File: src/rtl/fetch_stage.sv
// Instruction-fetch stage: owns the PC, runs the instruction-memory req/ack
// handshake and loads the IF/ID pipeline register.
module fetch_stage #(
  parameter int unsigned PC_W = 16,
  localparam int unsigned INSTR_W = 16,
  localparam int unsigned OPC_W = 4,
  parameter logic [PC_W-1:0] RESET_PC = '0,
  parameter logic [INSTR_W-1:0] NOP = 16'h0000
) (
  input  logic               clk,
  input  logic               rst_n,
  input  logic               stall,
  input  logic               jump,
  input  logic [PC_W-1:0]    jumpTarget,
  input  logic               pcsrc1,
  input  logic [PC_W-1:0]    brTarget1,
  input  logic               pcsrc2,
  input  logic [PC_W-1:0]    brTarget2,
  input  logic               IF_ID_Flush,
  output logic               imemReq,
  output logic [PC_W-1:0]    imemAddr,
  input  logic [INSTR_W-1:0] imemRdata,
  input  logic               imemAck,
  output logic [INSTR_W-1:0] IF_ID_instr,
  output logic [PC_W-1:0]    IF_ID_pcPlus1,
  output logic               IF_ID_valid,
  output logic [OPC_W-1:0]   OpCode
);

  typedef enum logic [1:0] {IDLE, FETCH, DRAIN, HOLD} state_e;

  state_e             state_q, state_d;
  logic [PC_W-1:0]    pc_q, pc_d;
  logic [PC_W-1:0]    addr_q, addr_d;
  logic               req_q, req_d;
  logic [INSTR_W-1:0] hold_q, hold_d;
  logic [INSTR_W-1:0] ifid_instr_q, ifid_instr_d;
  logic [PC_W-1:0]    ifid_pc1_q, ifid_pc1_d;
  logic               ifid_valid_q, ifid_valid_d;

  logic               redirect;
  logic [PC_W-1:0]    target;
  logic [PC_W-1:0]    addr_inc;
  logic               deliver;
  logic [INSTR_W-1:0] word;

  // An EX-stage branch belongs to an older instruction than an ID redirect.
  assign redirect = pcsrc2 | pcsrc1 | jump;
  assign target   = pcsrc2 ? brTarget2 : (pcsrc1 ? brTarget1 : jumpTarget);
  assign addr_inc = addr_q + PC_W'(1);

  always_ff @(posedge clk) begin
    if (!rst_n) begin
      state_q      <= IDLE;
      pc_q         <= RESET_PC;
      addr_q       <= RESET_PC;
      req_q        <= 1'b0;
      hold_q       <= NOP;
      ifid_instr_q <= NOP;
      ifid_pc1_q   <= '0;
      ifid_valid_q <= 1'b0;
    end else begin
      state_q      <= state_d;
      pc_q         <= pc_d;
      addr_q       <= addr_d;
      req_q        <= req_d;
      hold_q       <= hold_d;
      ifid_instr_q <= ifid_instr_d;
      ifid_pc1_q   <= ifid_pc1_d;
      ifid_valid_q <= ifid_valid_d;
    end
  end

  always_comb begin
    state_d = state_q;
    pc_d    = pc_q;
    addr_d  = addr_q;
    hold_d  = hold_q;
    deliver = 1'b0;
    word    = hold_q;

    case (state_q)
      IDLE: begin
        addr_d  = pc_q;
        state_d = FETCH;
      end
      FETCH: begin
        if (imemAck) begin
          if (redirect) begin
            pc_d   = target;
            addr_d = target;
          end else if (stall) begin
            hold_d  = imemRdata;
            state_d = HOLD;
          end else begin
            deliver = 1'b1;
            word    = imemRdata;
            pc_d    = addr_inc;
            addr_d  = addr_inc;
          end
        end else if (redirect) begin
          pc_d    = target;
          state_d = DRAIN;
        end
      end
      DRAIN: begin
        // The in-flight wrong-path read must complete before re-issuing.
        if (redirect) pc_d = target;
        if (imemAck) begin
          addr_d  = redirect ? target : pc_q;
          state_d = FETCH;
        end
      end
      HOLD: begin
        if (redirect) begin
          pc_d    = target;
          addr_d  = target;
          state_d = FETCH;
        end else if (!stall) begin
          deliver = 1'b1;
          pc_d    = addr_inc;
          addr_d  = addr_inc;
          state_d = FETCH;
        end
      end
      default: state_d = IDLE;
    endcase

    req_d = (state_d == FETCH) || (state_d == DRAIN);

    ifid_instr_d = ifid_instr_q;
    ifid_pc1_d   = ifid_pc1_q;
    ifid_valid_d = ifid_valid_q;
    if (IF_ID_Flush) begin
      ifid_instr_d = NOP;
      ifid_pc1_d   = '0;
      ifid_valid_d = 1'b0;
    end else if (!stall) begin
      if (deliver) begin
        ifid_instr_d = word;
        ifid_pc1_d   = addr_inc;
        ifid_valid_d = 1'b1;
      end else begin
        ifid_instr_d = NOP;
        ifid_pc1_d   = '0;
        ifid_valid_d = 1'b0;
      end
    end
  end

  assign imemReq       = req_q;
  assign imemAddr      = addr_q;
  assign IF_ID_instr   = ifid_instr_q;
  assign IF_ID_pcPlus1 = ifid_pc1_q;
  assign IF_ID_valid   = ifid_valid_q;
  assign OpCode        = ifid_instr_q[INSTR_W-1 -: OPC_W];

endmodule

File: config.mk
export PLATFORM = sky130hd
export DESIGN_NAME = fetch_stage
export DESIGN_NICKNAME = d
export VERILOG_FILES = /design/src/rtl/fetch_stage.sv
export SDC_FILE = /design/constraint.sdc
export NUM_CORES = 1
export LEC_CHECK = 0
export ABC_AREA = 1
export CORE_UTILIZATION = 49
export DETAILED_ROUTE_END_ITERATION = 8
export GPL_ROUTABILITY_DRIVEN = 0
export PLACE_DENSITY = 0.81
export SLEW_MARGIN = 25
export SYNTH_ARGS = -nofsm -noshare
export SYNTH_HDL_FRONTEND = slang
export SYNTH_SLANG_ARGS = --single-unit
export TNS_END_PERCENT = 10
File: constraint.sdc
create_clock -name clk -period 1.85 [get_ports clk]
set_input_delay 0.37 -clock clk [delete_from_list [all_inputs] [get_ports clk]]
set_output_delay 0.37 -clock clk [all_outputs]
set_load 0.05 [all_outputs]
==> results of run 1 <==
[logic make-up (layout without fill, tap and decap cells)]
| logic type | after synthesis | count (layout) | share of synthesized area |
|---|---|---|---|
| simple gates | 318 | 318 | 0.2778 |
| flops | 84 | 84 | 0.3542 |
| buf+inv | 111 | 261 | 0.1044 |
| compound gates | 206 | 206 | 0.2443 |
| fa+ha+maj | 1 | 1 | 0.002635 |
| xor+xnor | 9 | 9 | 0.01661 |
[power by group]
| group | switching, mW | internal (mW) | total, mW |
|---|---|---|---|
| registers | 0.0910 | 1.90 | 1.99 |
| logic | 0.724 | 0.483 | 1.21 |
| clock network | 0.747 | 0.509 | 1.26 |
| total | 1.56 | 2.89 | 4.45 |
[synth_stat cells]
master,n,area [µm²]
nand2_1,214,803.3
a21oi_1,90,450.4
dfxtp_1,84,1682
inv_1,55,206.5
o21ai_0,51,255.2
nor2_1,45,168.9
o211ai_1,39,292.8
nand3_1,37,185.2
clkbuf_1,23,86.33
buf_2,12,60.06
o21ai_1,11,55.05
a31oi_1,9,56.30
nand4_1,8,50.05
buf_4,7,52.55
inv_2,7,26.28
xor2_1,6,52.55
buf_6,5,56.30
nor2_2,3,18.77
nor3_1,3,15.01
xnor2_1,3,26.28
a41oi_1,2,17.52
nand2_2,2,12.51
o21a_1,2,15.01
buf_1,1,3.750
clkinv_1,1,3.750
ha_1,1,12.51
nand2_4,1,11.26
nand3_2,1,10.01
nor2_4,1,11.26
nor2_8,1,20.02
o2111ai_1,1,8.760
o21ai_2,1,8.760
or2_0,1,6.260
or2_2,1,6.260
[worst min-delay path, stage by stage (launching register included)]
cell and delay (ps):
dfxtp_1 310, inv_1 60, a21oi_1 50
[layout by cell type, fill, tap and decap left out, types with 5 or more instances in the layout]
cell,count
nand2_1,214
clkbuf_8,9
nor2_1,42
o211ai_1,39
inv_2,6
nor2_2,5
nand4_1,8
xor2_1,5
a21oi_1,90
clkdlybuf4s50_1,70
dfxtp_1,79
dlygate4sd2_1,12
inv_1,54
a31oi_1,9
nand3_1,36
o21ai_1,14
o21ai_0,48
buf_4,97
[layout make-up]
cell class              count  area [µm²]  share of cell area
repair buffers            182        1587              0.2454
inverters                  63       241.5             0.03735
flip-flops and latches     84        1690              0.2614
well taps                 129       161.4             0.02496
clock inverters             7       57.56            0.008901
multi-input cells         534        2605              0.4029
clock buffers               9       123.9             0.01916
[sequential cells by signal, summed over array words and instances (netlist names)]
name,count
state_q,2
IF_ID_instr,16
IF_ID_valid,1
hold_q,16
pc_q,16
imemAddr,16
imemReq,1
IF_ID_pcPlus1,16
[through the flow]
| stage | cells | instance area [µm²] | TNS, ps | hold WS, ps |
|---|---|---|---|---|
| floorplan | 729 | 4750 | 0 | 429.7 |
| global placement | 992 | 6251 | -12770 | 436.7 |
| detailed placement | 992 | 6251 | -18210 | 443.7 |
| CTS | 1008 | 6417 | 0 | 457.7 |
| global route | 1008 | 6466 | -2.131 | 475.2 |
| finish | 1008 | 6466 | 0 | 457.5 |
[routing by layer]
metal  share of wire  up-vias
met5               0        -
met4           0.035        0
met3           0.095       61
met2            0.48      285
met1            0.39     2609
li1                -     2719
[timing repair]
item | 4_1_cts | 5_1_grt
buffers inserted | 0 | 0
cloned | 0 | 0
resized for setup | 12 | 20
setup endpoints to repair | 12 | 40
hold endpoints to repair | 0 | 0
[how the worst min path moves through the flow]
stage                          from  cells after the start  slack [ps]         to
after detailed placement  hold_q[8]                      2         440  hold_q[8]
after floorplan           hold_q[0]                      2         430  hold_q[0]
after CTS                 hold_q[8]                      2         460  hold_q[8]
after global placement    hold_q[0]                      2         440  hold_q[0]
final                     hold_q[8]                      2         460  hold_q[8]
after global routing      hold_q[8]                      2         480  hold_q[8]
==> results.json, run 1 <==
{
  "synth_cells": 729,
  "cts-htree-levels": 3,
  "final.period_utilization": 0.9631,
  "io_buffers": 125,
  "place_ws_ps": -305.4,
  "setup_ws_ps": 68.33,
  "cts_tree": "yes",
  "grtUsageTotal": 0.3162,
  "min_path_type": "flip-flop to flip-flop",
  "cp.depth": 10,
  "cp_num_buf_inv": 3,
  "power_density_mw_per_mm2": 688.1,
  "fmax_mhz": 561.3,
  "wire_per_inst_um": 15.54,
  "fin_skew_ps": 11.22,
  "finalMaxSlewViolations": 0,
  "final_util": 0.6932,
  "initialDrtViolationCount": 450,
  "cts_buffers": 9,
  "cts_max_path_buffers": 2,
  "fp-row-count": 35,
  "use_met3": 0.07382,
  "crit_path_end_kind": "flip-flop",
  "met2_usage": 0.5300,
  "grt-busiest-layer": "met2",
  "yosys_warnings": 0,
  "fp.dieArea_mm2": 0.01009,
  "arrival_ps": 2040,
  "r2r_slack_ps": 120,
  "reg2reg_from": "state_q[0]",
  "n_antenna_cell": 0,
  "cp.required_ps": 2100,
  "path_cells": "clkdlybuf4s50_1 > nor2_4 > nand2_4 > nor2_1 > nand2_1 > nand2_2 > inv_2 > nand4_1 > o211ai_1 > inv_1",
  "status": "finished, final reports clean",
  "yosys.cell_types.count": 34,
  "power_mw": 4.449,
  "final-setup-viol-count": 0,
  "ir_worst_vdd_mv": 0.5200,
  "die_y_um": 100.4,
  "start_util": 0.5089,
  "grt_pass1_wl_mm": 25.35,
  "root_buffer": "clkbuf_8",
  "cts_hold_buffers": 0,
  "power.leakage_nw": 2.816,
  "dr.pass1.iters": 5,
  "ys_seq_elements": 84,
  "crit_path_start": "jump",
  "antenna_found_initial": 0,
  "worst_slew_pin_slew_ps": 496.8,
  "critical_path.top_delay_family": "buffers and inverters",
  "num_vias": 5674,
  "boundaryPins": 126,
  "use_met1": 0.3837,
  "die_x_um": 100.4,
  "cp_max_fo": 22,
  "nFillCells": 803,
  "cp-start-kind": "input pin",
  "syn_area_per_cell_um2": 6.512,
  "drv_cap": 0,
  "max_stage_delay_ps": 520,
  "grt_max_degree": 43,
  "overflow": 0,
  "clock-sinks": 84,
  "ant_nets": 0,
  "critPathSlowestCell": "clkdlybuf4s50_1",
  "r2r-end": "pc_q[4]",
  "relSlewSlack": 0.6701,
  "route.detailed.drc": 0,
  "criticalPathCategory": "input pin to flip-flop",
  "core_area_mm2": 0.009328,
  "crit_end": "imemAddr[2]",
  "rr_worst_depth": 7,
  "final_layout_size_suffix_gt1_frac": 0.1661,
  "finalWorstPathRequiredPeriod_ps": 1782,
  "hold_violations": 0,
  "synthesis.nets": 802,
  "fin_nets": 947,
  "ys_seq_area_frac": 0.3542,
  "netlist_area_mm2": 0.004747,
  "drt-total-wl_mm": 15.66,
  "hpwl_mm": 11.48,
  "vias_per_cell": 5.629,
  "grt_pass1_vias": 5476,
  "syn_to_final_growth_pct": 36.22,
  "cts.clk_slew.worst_paths_ps": 90,
  "clk_latency_ps": 370
}
Note: power is estimated with default switching activity, not from simulation.
==> run 2, diff against run 1 <==
Settings changed: CORE_MARGIN from default to 1.
==> results of run 2 <==
Same layout as run 1: the final DEF is identical, and so are final timing and power.
